### config.mk
export PLATFORM = sky130hd
export DESIGN_NAME = race_arbiter_array
export DESIGN_NICKNAME = d
export VERILOG_FILES = /design/src/rtl/race_arbiter_array.sv
export SDC_FILE = /design/constraint.sdc
export NUM_CORES = 1
export LEC_CHECK = 0
export ABC_AREA = 1
export ABC_CLOCK_PERIOD_IN_PS = 7700
export CORE_MARGIN = 3
export CORE_UTILIZATION = 45
export DETAILED_ROUTE_END_ITERATION = 16
export HOLD_SLACK_MARGIN = 0.15
export MAX_ROUTING_LAYER = met4
export PLACE_DENSITY = 0.77
export SYNTH_ARGS = -nofsm -noshare
export SYNTH_HDL_FRONTEND = slang
export SYNTH_SLANG_ARGS = --single-unit
### constraint.sdc
create_clock -name clk -period 7.7 [get_ports clk]
set_input_delay 1.155 -clock clk [delete_from_list [all_inputs] [get_ports clk]]
set_output_delay 1.155 -clock clk [all_outputs]
set_load 0.02 [all_outputs]
### src/rtl/race_arbiter_array.sv
// race_arbiter_array: per-channel A/B arrival-order race arbiter collecting RESP_W response bits per run
module race_arbiter_array #(
  parameter int N_CH = 4,
  parameter int RESP_W = 8,
  parameter int TIMEOUT = 64
) (
  input  logic                     clk,
  input  logic                     rst,
  input  logic                     start,
  input  logic [N_CH-1:0]          a,
  input  logic [N_CH-1:0]          b,
  output logic                     launch,
  output logic                     busy,
  output logic [N_CH*RESP_W-1:0]   resp_data,
  output logic [N_CH-1:0]          tie_flags,
  output logic [N_CH-1:0]          timeout_flags,
  output logic                     resp_valid,
  input  logic                     resp_ready,
  output logic                     done
);
  localparam int CW = $clog2(RESP_W + 1);
  typedef enum logic [2:0] {IDLE, LAUNCH, RACE, SHIFT, RECOVER, HOLD} state_t;
  state_t state_q, state_d;
  logic [N_CH-1:0] a_m_q, a_s_q, b_m_q, b_s_q;
  logic [N_CH-1:0] res_q, res_d, bit_q, bit_d, tie_q, tie_d, to_q, to_d, hit;
  logic [N_CH*RESP_W-1:0] resp_q, resp_d;
  logic [CW-1:0] cnt_q, cnt_d;
  logic [15:0] tmr_q, tmr_d;
  logic done_q, done_d, race_end;
  always_comb begin
    hit = ~res_q & (a_s_q | b_s_q);
    race_end = (&(res_q | hit)) || (tmr_q == 16'(TIMEOUT - 1));
    state_d = state_q;
    res_d = res_q;
    bit_d = bit_q;
    tie_d = tie_q;
    to_d = to_q;
    resp_d = resp_q;
    cnt_d = cnt_q;
    tmr_d = tmr_q;
    done_d = 1'b0;
    case (state_q)
      IDLE: if (start) begin
        cnt_d = '0;
        tie_d = '0;
        to_d = '0;
        resp_d = '0;
        state_d = LAUNCH;
      end
      LAUNCH: begin
        tmr_d = '0;
        res_d = '0;
        bit_d = '0;
        state_d = RACE;
      end
      RACE: begin
        tmr_d = tmr_q + 16'd1;
        res_d = res_q | hit;
        bit_d = bit_q | (hit & a_s_q & ~b_s_q);
        tie_d = tie_q | (hit & a_s_q & b_s_q);
        to_d = race_end ? (to_q | ~(res_q | hit)) : to_q;
        state_d = race_end ? SHIFT : RACE;
      end
      SHIFT: begin
        for (int i = 0; i < N_CH; i++)
          resp_d[i*RESP_W +: RESP_W] = (resp_q[i*RESP_W +: RESP_W] << 1) | RESP_W'(bit_q[i]);
        cnt_d = cnt_q + 1'b1;
        state_d = RECOVER;
      end
      RECOVER: if (!(|(a_s_q | b_s_q))) state_d = (cnt_q == CW'(RESP_W)) ? HOLD : LAUNCH;
      HOLD: if (resp_ready) begin
        state_d = IDLE;
        done_d = 1'b1;
      end
      default: state_d = IDLE;
    endcase
  end
  always_ff @(posedge clk or posedge rst) begin
    if (rst) begin
      state_q <= IDLE;
      a_m_q <= '0;
      a_s_q <= '0;
      b_m_q <= '0;
      b_s_q <= '0;
      res_q <= '0;
      bit_q <= '0;
      tie_q <= '0;
      to_q <= '0;
      resp_q <= '0;
      cnt_q <= '0;
      tmr_q <= '0;
      done_q <= 1'b0;
    end else begin
      state_q <= state_d;
      a_m_q <= a;
      a_s_q <= a_m_q;
      b_m_q <= b;
      b_s_q <= b_m_q;
      res_q <= res_d;
      bit_q <= bit_d;
      tie_q <= tie_d;
      to_q <= to_d;
      resp_q <= resp_d;
      cnt_q <= cnt_d;
      tmr_q <= tmr_d;
      done_q <= done_d;
    end
  end
  assign launch = state_q == LAUNCH;
  assign busy = state_q != IDLE;
  assign resp_valid = state_q == HOLD;
  assign done = done_q;
  assign resp_data = resp_q;
  assign tie_flags = tie_q;
  assign timeout_flags = to_q;
endmodule

Word-level counts from Yosys, hierarchy flattened
Index checks and enable logic that the tools add are counted.

word-level totals
  logic and storage cells = 72
  input bits = 12
  output and inout bits = 44
  register bits after elaboration = 88

cells by class
  eq/ne operators = 11
  mux-type cells = 18
  bitwise gates (word level) = 16
  $add $sub $neg = 2
  reduce and logical (&&, ||, !) cells = 12

operators with widths
  operator                                                           number
  32-bit one-hot mux with 2 select lines                             1
  4-bit one-hot mux with 2 select lines                              5
  32-bit 2-to-1 mux                                                  1
  8-bit by 1-bit bitwise OR with 8-bit output                        4
  16-bit one-hot mux with 2 select lines                             1
  4-bit bitwise OR                                                   5
  3-bit one-hot mux with 6 select lines                              1
  16-bit by 1-bit adder with 16-bit output (second input constant)   1
  4-bit bitwise AND                                                  4
  16-bit by 6-bit == test with 1-bit output (second input constant)  1
  3-bit 2-to-1 mux                                                   4
  4-bit NOT                                                          3
  4-bit 2-to-1 mux                                                   2
  3-bit by 2-bit == test with 1-bit output (second input constant)   2
  3-bit == test (second input constant)                              2
  2-bit != test (second input constant)                              3
  3-bit AND reduction                                                2
  2-bit nonzero test                                                 3
  4-bit by 1-bit adder with 4-bit output (second input constant)     1
  4-bit == test (second input constant)                              1
  2-bit AND reduction                                                2
  4-bit AND reduction                                                1
  4-bit OR reduction                                                 1
  3-bit by 1-bit == test with 1-bit output (second input constant)   1
  5 further kinds                                                    7

Depth between registers and ports, before layout
  word-level depth = 7
  depth in mapped cells = 10
  mapped depth without buffers = 10

Worst setup path before layout
Ideal clock, no wire load.

  path kind = reg-to-output
  start point = register state_q[1]
  end point = output port launch
  required time = 6.545 ns
  setup slack = 5.514 ns
  buffers on the path = 1
  cell stages (with the launch flop) = 3
  arrival time = 1.031 ns
  path through = dfrtp_1 -> nor3_2 -> buf_2

on the way
  word-level cells in the longest chain between the ends = 1

ends and longest elaborated chain
  element                                   RTL line  RTL
  from (decl)                               23        state_t state_q, state_d;
  from (signal assigned)                    94        state_q <= state_d;
  3-bit by 1-bit == test with 1-bit output  109       assign launch = state_q == LAUNCH;
  to (decl)                                 12        output logic launch,

Every way passes these cells.

Worst setup path in the final report
Ends and elaborated chain as after synthesis.

==> summary.md <==
| Metric | Value |
|---|---|
| Total global routing overflow | 0 |
| Area of the multi-input gates | 1055 µm² |
| Post-CTS setup buffer count | 0 |
| Synthesized cell area | around 3600 µm² |
| Capturing element type of the critical path | primary output |
| Number of buffers on the longest clock path | 2 |
| Final period demand of the worst path | 3.058 ns |
| Buffer cell driving the clock tree root | clkbuf_8 |
| Area fraction of the dominant cell type after synthesis | about three fifths |
| # H-tree levels | 3 |
| Sink of the worst hold path | a_s_q[0] |
| Maximum fanout encountered on the critical timing path | 12 |
| Number of remaining DRC errors | 0 |
| Startpoint of the most critical setup path | state_q[1] |
| Mux contribution to synthesized area | 0.2765% |
| Via count of the first global-routing pass | 2582 |
| Synth Area in Simple Gates | between 10% and 20% |
| Combined flip-flop and latch cell area | between 2000 and 2500 µm² |
| Total Negative Setup Slacks | 0 ns |
| Post-route fraction of the period consumed by the critical path | 39.71% |
| Die ar. | 9156 µm² |
| Number of nets with antenna violations after routing | 0 |
| Dominant combinational cell family by area after synthesis | simple AND/OR/NAND/NOR gates |
| Number of hold violations in the final report | 0 |
| Worst slew margin relative to its limit | 29.01% |
| Worst-path cell with the longest stage delay | clkdlybuf4s50_1 |
| Worst path cell trace | nor3_2 -> buf_4 -> clkdlybuf4s50_1 |
| Path type of the worst min-delay path | reg2reg |
| Maximum operating frequency | 327.0 MHz |
| Internal reg-to-reg setup slack | 5.29 ns |
| Outcome | completed |
| TritonCTS sink count | 88 |
| Biggest area contributors in the synthesized netlist | dfrtp_1 (61%), inv_1 (7.6%), nand2_1 (6.0%) |
| Aggregate routed wire length | 7.312 mm |
| Flip-flop cell with the highest count after synthesis | dfrtp_1 |
| Effective utilization at floorplan | 46.60% |
| Iteration-0 DRC count of the detailed router | between 100 and 150 |
| Gr usage total | 17.18% |
| Top cells by count, synth | dfrtp_1 (88), inv_1 (73), nand2_1 (58) |
| Most frequently used cell type in the post-synthesis netlist | dfrtp_1 |
| Max Clock Skew | 0.01244 ns |
| Synthesized instance count | 377 |
| Maximum ir drop on the vdd rail | 0.1415 mV |
| Delay of the slowest cell on the worst path | 0.63 ns |
| Worst Max-Slew Pin Slew | 1.065 ns |
| Yosys warning count | 0 |
| Post-synthesis sequential area ratio | roughly three fifths |
| Nets | 450 |
| Die Wd | approximately 96 µm |
| Wire length of the first global-routing pass | 11.78 mm |
| Data required time at the worst endpoint | about 6.6 ns |
| Slew Viols, Final | 0 |
| Area overhead of the layout relative to synthesis | 23.82% |
| Clock edge transition at the registers on the reported setup and hold paths | 0.08 ns |
| Number of top-level pins | between 50 and 60 |
| Fraction of layout instances using a drive strength above 1 | 7.273% |
| Register bit count reported by yosys | 88 |
| Setup repair after global routing missed its margin | false |
| Worst-skew pair later-pin latency | 0.35 ns |
| Count of flip-flops with a built-in enable after synthesis | 0 |
| Startpoint types | register |
| DR vias/cell | roughly 5 |
| Largest area contributor in the synthesized netlist | dfrtp_1 |
| # placed instances | 526 |
| Detail-routed net length per standard cell | between 10 and 15 µm |
| Placer congestion estimate | between 0.8 and 0.9 |
| XOR/XNOR share of the synthesized area | less than 1% |
| Hold-fix buffers, CTS | 0 |
| Largest net degree at the start of global routing | 89 |
| Count of antenna diodes in the layout | 0 |
| Mapped Avg Cell Area | about 9.6 µm² |
| Post-synth net total | 392 |
| CTS Buf Count | 9 |
| R2r startpoint | state_q[0] |
| Number of max-cap violations | 0 |
| Hold Path Stages | 0 |
| Post-detailed-placement half-perimeter wirelength | around 4.9 mm |
| Power per standard cell area | 308.4 nW/µm² |
| Share of synthesized cell area in full adder, half adder and majority cells | 1.037% |
| Worst flop-to-flop path endpoint | cnt_q[1] |
| Data arrival at the endpoint of the critical path | around 1.9 ns |
| Number of distinct library cells after synthesis | 31 |
| Finished Layout Cells | 542 |
| First-pass iteration count of the detailed router | 4 |
| Fill cells | roughly 670 |
| Cell depth of the worst flop-to-flop path | 5 |
| Count of instances resized after the clock tree is built | 0 |
| Worst Setup Path Type | reg2out |
| Number of core rows | 32 |
| Clock tree from TritonCTS | yes |
| Port buffer count | 55 |
| Start point of the worst hold path | a_m_q[0] |
| Synthesized-area fraction occupied by ao, oa, aoi and oai cells | 11.68% |
| Core outline area | 7767 µm² |
| Number of failing setup endpoints in the final timing report | 0 |
| Vias post-DR | between 2000 and 3000 |
| Die Height | 95.69 µm |
| Leakage component of the power | between 2 and 2.5 nW |
| Antenna violations before repair | 0 |
| Async set-or-reset flop fraction in the synthesized netlist | 100.0% |
## state kept, by name (all words and copies together) (netlist names), 3 cells and up
| register | flops |
|---|---|
| resp_data | 32 |
| tmr_q | 16 |
| a_m_q | 4 |
| a_s_q | 4 |
| b_m_q | 4 |
| b_s_q | 4 |
| bit_q | 4 |
| cnt_q | 4 |
| res_q | 4 |
| tie_flags | 4 |
| timeout_flags | 4 |
| state_q | 3 |
## final cells by class
class,instances,area share [%]
tap,102,2.848
multi-input combinational,201,23.53
inverter,78,6.561
timing repair buffer,57,12.62
clock buffer,11,3.378
sequential,88,49.13
clock inverter,5,1.926
## per-stage QoR
stage | power, W | utilization [%] | hold WS (ns) | instance area [µm²] | setup slack [ns]
after detailed placement | 0.001021 | 54.64 | 0.3347 | 4244 | 4.736
after global placement | 0.001009 | 54.64 | 0.3316 | 4244 | 4.788
after CTS | 0.001392 | 57.70 | 0.3550 | 4482 | 4.624
after global routing | 0.001460 | 57.70 | 0.3571 | 4482 | 4.565
after floorplan | 0.0008788 | - | 0.3312 | 3620 | 4.266
final | 0.001382 | 57.70 | 0.3536 | 4482 | 4.642
## kinds of logic after synthesis
kind of cell	Yosys count
AO/OA/AOI/OAI	72
XOR/XNOR	2
adder cells (fa/ha/maj)	3
buffers and inverters	88
flip-flops	88
multiplexers	1
AND/OR/NAND/NOR	123
## power breakdown
group / switching (W) / internal [W] / leakage [nW]
registers: 0.0000470 / 0.000538 / 1.17
clock network: 0.000164 / 0.000203 / 0.120
logic: 0.000276 / 0.000155 / 0.807
total: 0.000487 / 0.000896 / 2.10
## placed cells by master, fill, tap and decap left out, types with 2 or more instances in the layout
cell,n
nor3_2,2
o21ai_0,15
clkbuf_8,11
clkdlybuf4s50_1,55
nor2_1,28
inv_2,5
nand4_1,4
ha_1,3
inv_1,72
nand3_1,20
nor3_1,4
a41oi_1,3
bufinv_16,2
nand2_1,58
o21ai_1,2
nor2_4,2
dfrtp_1,88
clkinv_4,2
o22ai_1,34
a21oi_1,15
buf_4,2
## per-layer routing
| metal | track usage [%] | part of all wire (%) | up-vias |
|---|---|---|---|
| met2 | 26.52 | 49 | 64 |
| met4 | 7.701 | 2.5 | 0 |
| met3 | 3.631 | 4.2 | 19 |
| met1 | 21.88 | 44 | 1286 |
| met5 | - | 0 | - |
| li1 | - | - | 1341 |
## critical path, delay by kind of cell (launching register included)
kind	cells	cell delay, ns
buffers and inverters	2	0.87
DFF	1	0.48
and+or+nand+nor	1	0.20
## how the worst max path moves through the flow
| stage | cells after the start | end | slack (ns) |
|---|---|---|---|
| 2_1_floorplan | 1 | a_m_q[0] | 4.27 |
| 3_3_place_gp | 4 | cnt_q[1] | 4.79 |
| 3_5_place_dp | 4 | cnt_q[1] | 4.74 |
| 4_1_cts | 3 | launch | 4.62 |
| 5_1_grt | 3 | launch | 4.57 |
| 6_report | 3 | launch | 4.64 |
No activity file was read; power rests on OpenSTA's default activity.
